`src/rtl/pixel_array_ctrl.sv`:
```
// Frame sequencer for the pixel array control pins: one accepted START runs a
// complete erase / expose / convert / read frame and then pulses FRAME_DONE.
module pixel_array_ctrl #(
  parameter int ERASE_CYCLES = 4,
  parameter int RAMP_STEPS   = 255,
  parameter int READ_CYCLES  = 2,
  parameter int EXP_W        = 8
) (
  input  logic             CLK,
  input  logic             RESET_N,
  input  logic             START,
  input  logic [EXP_W-1:0] EXP_TIME,
  output logic             ERASE,
  output logic             EXPOSE,
  output logic             CONVERT,
  output logic             RAMP,
  output logic             READ,
  output logic             ARRAY_RESET,
  output logic             BUSY,
  output logic             FRAME_DONE
);

  localparam int CONV_CYCLES = 2 * RAMP_STEPS + 1;
  localparam int EXP_MAX     = (1 << EXP_W) - 1;
  localparam int MAX_A       = (ERASE_CYCLES > EXP_MAX) ? ERASE_CYCLES : EXP_MAX;
  localparam int MAX_B       = (CONV_CYCLES > READ_CYCLES) ? CONV_CYCLES : READ_CYCLES;
  localparam int CNT_MAX     = (MAX_A > MAX_B) ? MAX_A : MAX_B;
  localparam int CNT_W       = $clog2(CNT_MAX + 1);

  localparam logic [CNT_W-1:0] ERASE_LAST = CNT_W'(ERASE_CYCLES - 1);
  localparam logic [CNT_W-1:0] CONV_LAST  = CNT_W'(CONV_CYCLES - 1);
  localparam logic [CNT_W-1:0] READ_LAST  = CNT_W'(READ_CYCLES - 1);

  typedef enum logic [2:0] {
    S_IDLE,
    S_ERASE,
    S_EXPOSE,
    S_CONVERT,
    S_READ
  } state_t;

  state_t           state;
  logic [CNT_W-1:0] cnt;
  logic [EXP_W-1:0] exp_last;

  // Exposure is stored as its last counter value; a request of 0 behaves as 1.
  always_ff @(posedge CLK) begin
    if (RESET_N && state == S_IDLE && START) begin
      exp_last <= (EXP_TIME == '0) ? '0 : EXP_TIME - EXP_W'(1);
    end
  end

  // Outputs are registered alongside the state, so each one already reflects
  // the phase being entered on the edge that enters it.
  always_ff @(posedge CLK) begin
    if (!RESET_N) begin
      state       <= S_IDLE;
      cnt         <= '0;
      ERASE       <= 1'b0;
      EXPOSE      <= 1'b0;
      CONVERT     <= 1'b0;
      RAMP        <= 1'b0;
      READ        <= 1'b0;
      ARRAY_RESET <= 1'b1;
      BUSY        <= 1'b0;
      FRAME_DONE  <= 1'b0;
    end else begin
      ARRAY_RESET <= 1'b0;
      FRAME_DONE  <= 1'b0;
      RAMP        <= 1'b0;
      case (state)
        S_IDLE: begin
          if (START) begin
            state       <= S_ERASE;
            cnt         <= '0;
            ERASE       <= 1'b1;
            ARRAY_RESET <= 1'b1;
            BUSY        <= 1'b1;
          end
        end
        S_ERASE: begin
          if (cnt == ERASE_LAST) begin
            state  <= S_EXPOSE;
            cnt    <= '0;
            ERASE  <= 1'b0;
            EXPOSE <= 1'b1;
          end else begin
            cnt <= cnt + CNT_W'(1);
          end
        end
        S_EXPOSE: begin
          if (cnt == CNT_W'(exp_last)) begin
            state   <= S_CONVERT;
            cnt     <= '0;
            EXPOSE  <= 1'b0;
            CONVERT <= 1'b1;
          end else begin
            cnt <= cnt + CNT_W'(1);
          end
        end
        S_CONVERT: begin
          // RAMP is high on odd counter values; it is set from the next count.
          if (cnt == CONV_LAST) begin
            state   <= S_READ;
            cnt     <= '0;
            CONVERT <= 1'b0;
            READ    <= 1'b1;
          end else begin
            cnt  <= cnt + CNT_W'(1);
            RAMP <= ~cnt[0];
          end
        end
        S_READ: begin
          if (cnt == READ_LAST) begin
            state      <= S_IDLE;
            cnt        <= '0;
            READ       <= 1'b0;
            BUSY       <= 1'b0;
            FRAME_DONE <= 1'b1;
          end else begin
            cnt <= cnt + CNT_W'(1);
          end
        end
        default: begin
          state   <= S_IDLE;
          cnt     <= '0;
          ERASE   <= 1'b0;
          EXPOSE  <= 1'b0;
          CONVERT <= 1'b0;
          READ    <= 1'b0;
          BUSY    <= 1'b0;
        end
      endcase
    end
  end

endmodule

```
`config.mk`:
```
export PLATFORM = sky130hd
export DESIGN_NAME = pixel_array_ctrl
export DESIGN_NICKNAME = d
export VERILOG_FILES = /design/src/rtl/pixel_array_ctrl.sv
export SDC_FILE = /design/constraint.sdc
export NUM_CORES = 1
export LEC_CHECK = 0
export ABC_AREA = 0
export ABC_CLOCK_PERIOD_IN_PS = 4000
export BUFFER_PORTS_ARGS = -buffer_cell sky130_fd_sc_hd__buf_2
export CELL_PAD_IN_SITES_DETAIL_PLACEMENT = 0
export CELL_PAD_IN_SITES_GLOBAL_PLACEMENT = 1
export CORE_ASPECT_RATIO = 1.2
export CORE_MARGIN = 1.5
export CORE_UTILIZATION = 47
export DETAILED_ROUTE_END_ITERATION = 8
export PLACE_DENSITY = 0.83
export SYNTH_ARGS = -nofsm -noshare
export SYNTH_HDL_FRONTEND = slang
export SYNTH_SLANG_ARGS = --single-unit
```
`constraint.sdc`:
```
create_clock -name CLK -period 4 [get_ports CLK]
set_clock_uncertainty 0.2 [all_clocks]
set_input_delay 0.8 -clock CLK [delete_from_list [all_inputs] [get_ports CLK]]
set_output_delay 0.8 -clock CLK [all_outputs]
set_load 0.02 [all_outputs]
```
Word-level counts from Yosys, hierarchy flattened
Index checks and enable logic that the tools add are counted.
{"block": "classes", "muxes": 28, "addsub": 2, "n_bitwise": 8, "eq_ne": 13, "reduce_logical": 17}
{"cell": "9-bit 2-to-1 mux", "n": 5}
{"cell": "9-bit case mux with 5 select lines", "n": 1}
{"cell": "3-bit OR reduction", "n": 6}
{"cell": "3-bit 2-to-1 mux", "n": 5}
{"cell": "1-bit case mux with 3 select lines", "n": 5}
{"cell": "3-bit case mux with 5 select lines", "n": 1}
{"cell": "3-bit AND reduction", "n": 5}
{"cell": "1-bit 2-to-1 mux", "n": 11}
{"cell": "2-bit != test (second input constant)", "n": 5}
{"cell": "9-bit by 1-bit adder with 9-bit output (second input constant)", "n": 1}
{"cell": "9-bit by 1-bit equality test with 1-bit output (second input constant)", "n": 1}
{"cell": "9-bit by 2-bit equality test with 1-bit output (second input constant)", "n": 1}
{"cell": "9-bit by 8-bit equality test with 1-bit output", "n": 1}
{"cell": "9-bit equality test (second input constant)", "n": 1}
{"cell": "8-bit logical NOT", "n": 1}
{"cell": "1-bit NOT", "n": 8}
{"cell": "8-bit by 1-bit subtractor with 8-bit output (second input constant)", "n": 1}
{"cell": "3-bit by 2-bit equality test with 1-bit output (second input constant)", "n": 2}
{"cell": "5-bit AND reduction", "n": 1}
{"cell": "3-bit by 1-bit equality test with 1-bit output (second input constant)", "n": 1}
{"cell": "3-bit equality test (second input constant)", "n": 1}
{"cell": "3-bit logical NOT", "n": 1}
{"cell": "1-bit logical AND", "n": 2}
{"cell": "2-bit AND reduction", "n": 1}
{"block": "word_totals", "inputBits": 11, "word_cells": 79, "ff_bits": 28}

Depth between registers and ports, before layout
{"block": "depth", "word_depth": 4, "depth_mapped": 7}

Worst setup path after synthesis
Ideal clock, no wire load.
{"block": "synth_timing", "kind": "input port to flip-flop", "startpoint": "input port EXP_TIME[5]", "endpoint": "register exp_last[7], data pin", "n_path_buf": 0, "setup_time_ns": 0.254, "slack_ns": 1.825, "cell_stages": 4, "arrival_ns": 1.721, "t_required_ns": 3.546, "cell_sequence": "nor4_1 -> nand2b_1 -> or3_1 -> a21o_1"}
{"block": "synth_via", "elab_chain_len": 1, "word_cells_on_any_way": 2, "cone_classes": "add/sub (1); reduce/logical (1)"}
{"item": "start: declaration", "line": "12", "text": "input logic [EXP_W-1:0] EXP_TIME,"}
{"item": "8-bit by 1-bit subtractor with 8-bit output or 8-bit logical NOT (tied branches)", "line": "49", "text": "exp_last <= (EXP_TIME == '0) ? '0 : EXP_TIME - EXP_W'(1);"}
{"item": "end signal: assignment", "line": "49"}
{"item": "end: declaration", "line": "44", "text": "logic [EXP_W-1:0] exp_last;"}
Several ways; a longest one is shown, not always the timed one.
A chain may end at the register's enable or synchronous reset.

Final worst setup path
{"block": "layout_timing", "startpoint": "register cnt[0]", "endpoint": "register cnt[3]"}
{"block": "layout_via", "elab_chain_len": 3, "word_cells_on_any_way": 10, "cone_classes": "add/sub (1); eq/ne (4); mux (5)"}
{"item": "start: declaration", "line": "43", "text": "logic [CNT_W-1:0] cnt;"}
{"item": "start signal: assignment", "line": "88", "text": "cnt <= cnt + CNT_W'(1);"}
{"item": "start signal: assignment", "line": "98", "text": "cnt <= cnt + CNT_W'(1);"}
{"item": "start signal: assignment", "line": "109", "text": "cnt <= cnt + CNT_W'(1);"}
{"item": "9-bit by 1-bit adder with 9-bit output, or another cell as far along"}
{"item": "9-bit 2-to-1 mux (on tied branches)"}
{"item": "9-bit case mux with 5 select lines *", "line": "71", "text": "case (state)"}
Every way passes the cells marked *; elsewhere a longest branch is shown, timed or not.

==> run metrics <==
outcome complete, no violations; met2 wire length 1.61 mm; Setup TNS Final 0 ns; EDFF count, synth 8; pwr dens 312 nW/um^2; fmax 406 MHz; unrepaired setup endpoints after global routing no; Max clock buf depth 2; cell count after synthesis 166; Fillers 312; post-synthesis cell area 1590 sq um; largest registers cnt x9, exp_last x8, state x3; final worst slack 1.54 ns; post-synthesis async set-or-reset flop share 0; CTS Hold Buffers Added 0; DR vias 1232; top post-synthesis cells by count nor2_1, dfxtp_1, xor2_1; Slew @ Worst Pin 1.00 ns; Seq/Total Area, Yosys 0.404; WP data arrival 2.50 ns; initial antenna violation count 0; Final Hold Vio Count 0; # rows 22; Final Critical Period 2.46 ns; remaining antenna violation count 0; fin util 0.549; Yosys top cell area share 0.252; startpoint type of the worst setup path flip-flop; routability cong. 0.845; Die W 56.0 um; die area 3730 sq um; DRC Markers 0; DIE HEIGHT 66.6 um; net count after synthesis 182; clock transition at the registers of the reported paths 0.16 ns; Ant. Diodes 0; routed wire length 3.03 mm; Max Used Layer met4; area leader, netlist dfxtp_1; Root Driver clkbuf_4; Biggest register cnt; max reg flops 9; CP endpoint kind flip-flop; synthesis-to-finish area growth 8.60%; DP Wirelength 2.32 mm; largest net degree at the start of global routing 19; H-tree depth 1; Yosys reg bits 28; Vias/cell 5.65; Clock Latency Late Sink 0.33 ns; GRT Residual Overflow 0; Lkg Pwr 0.000661 uW; count leader, synth nor2_1; pre-CTS setup slack 1.46 ns; postcts setup bufs 0; mean post-synth cell area 9.56 sq um; DRT Pass-1 Iters 5; Worst IR Drop VDD 0.216 mV; number of max-cap violations 0; worst endpoint required time 4.03 ns; final period utilization 0.616; Syn. warnings 0; 1st-iter DRT viols 25; maximum fanout along the worst path 8; first-pass GRT wire length 5.18 mm; overall routing resource usage 0.175; wire length on met1 1.29 mm; Sink Count 28; drt wl/cell 13.9 um; fraction of layout cells with a size suffix above 1 0.176; Worst Hold Class flip-flop to flip-flop; # resized after CTS 0; Top FF cell, synth dfxtp_1; Top-Level Pins 19; TritonCTS clock tree yes; initial core utilization 0.506; final setup violation count 0; Crit Path Category flip-flop to flip-flop; slew margin rel. 0.329; Nets 199; dominant cells by area after synthesis dfxtp_1, edfxtp_1, xor2_1, nor2_1, ha_1; core area 3140 sq um; vias in the first global route 1233; met3 WL 76 um; max-slew violation count 0; Cell variety after synth 42; total CTS buffers 3; I/O Buffers 18
critical path: stages, from the launching register on:
cell	delay [ns]
dfxtp_1	0.54
ha_1	0.21
nor4b_1	0.42
a21boi_1	0.25
nand3b_4	0.23
o31ai_4	0.42
nor2_1	0.10
power by group:
| part | switching [uW] | internal [uW] | total (uW) |
|---|---|---|---|
| logic | 45.0 | 33.3 | 78.3 |
| registers | 13.2 | 305 | 318 |
| clock network | 85.1 | 55.8 | 141 |
| total | 143 | 394 | 538 |
logic make-up (layout without fill, tap and decap cells):
logic type | Yosys count | in the layout | share of synthesized area
AO/OA/AOI/OAI | 30 | 30 | 0.143
flip-flops | 28 | 28 | 0.404
buffers and inverters | 14 | 30 | 0.0410
XOR/XNOR | 17 | 17 | 0.0938
adder cells (fa/ha/maj) | 6 | 6 | 0.0457
AND/OR/NAND/NOR | 71 | 71 | 0.273
final cells by class:
class | count | area, sq um | share of cell area
multi-input cells | 124 | 881 | 0.511
flip-flops and latches | 28 | 641 | 0.372
repair buffers | 18 | 90.1 | 0.0523
well taps | 36 | 45.0 | 0.0261
clock buffers | 4 | 36.3 | 0.0211
inverters | 8 | 30.0 | 0.0174
metrics by stage:
stage	total power, uW	area (sq um)	cells	hold WS, ns
after floorplan	378	1590	166	0.319
after global placement	400	1690	214	0.260
after detailed placement	403	1690	214	0.271
after CTS	540	1720	218	0.304
after global routing	563	1720	218	0.347
final	538	1720	218	0.296
metal layers:
metal / vias up / global-route usage
met5: - / 0
met4: 0 / 0.0893
met3: 8 / 0.0214
met1: 578 / 0.181
met2: 27 / 0.344
li1: 619 / -
cells in the final DEF, fill, tap and decap left out, drive strengths merged, types with 4 or more instances in the layout:
master,n
ha,5
dfxtp,20
inv,8
o21ai,11
nand3,4
nand2b,4
nor2b,4
buf,18
xor2,12
a21oi,4
nor4,7
xnor2,5
nor3,5
edfxtp,8
clkbuf,4
nand2,11
nor2,21
path summary, 6_finish.rpt:
| kind | start | to | slack (ns) | cells past startpoint |
|---|---|---|---|---|
| max | cnt[0] | cnt[3] | 1.54 | 6 |
| min reg2reg | READ | READ | 0.30 | 2 |
| min | READ | READ | 0.30 | 2 |
| max reg2reg | cnt[0] | cnt[3] | 1.54 | 6 |
Power figures use the tool's default switching activity.
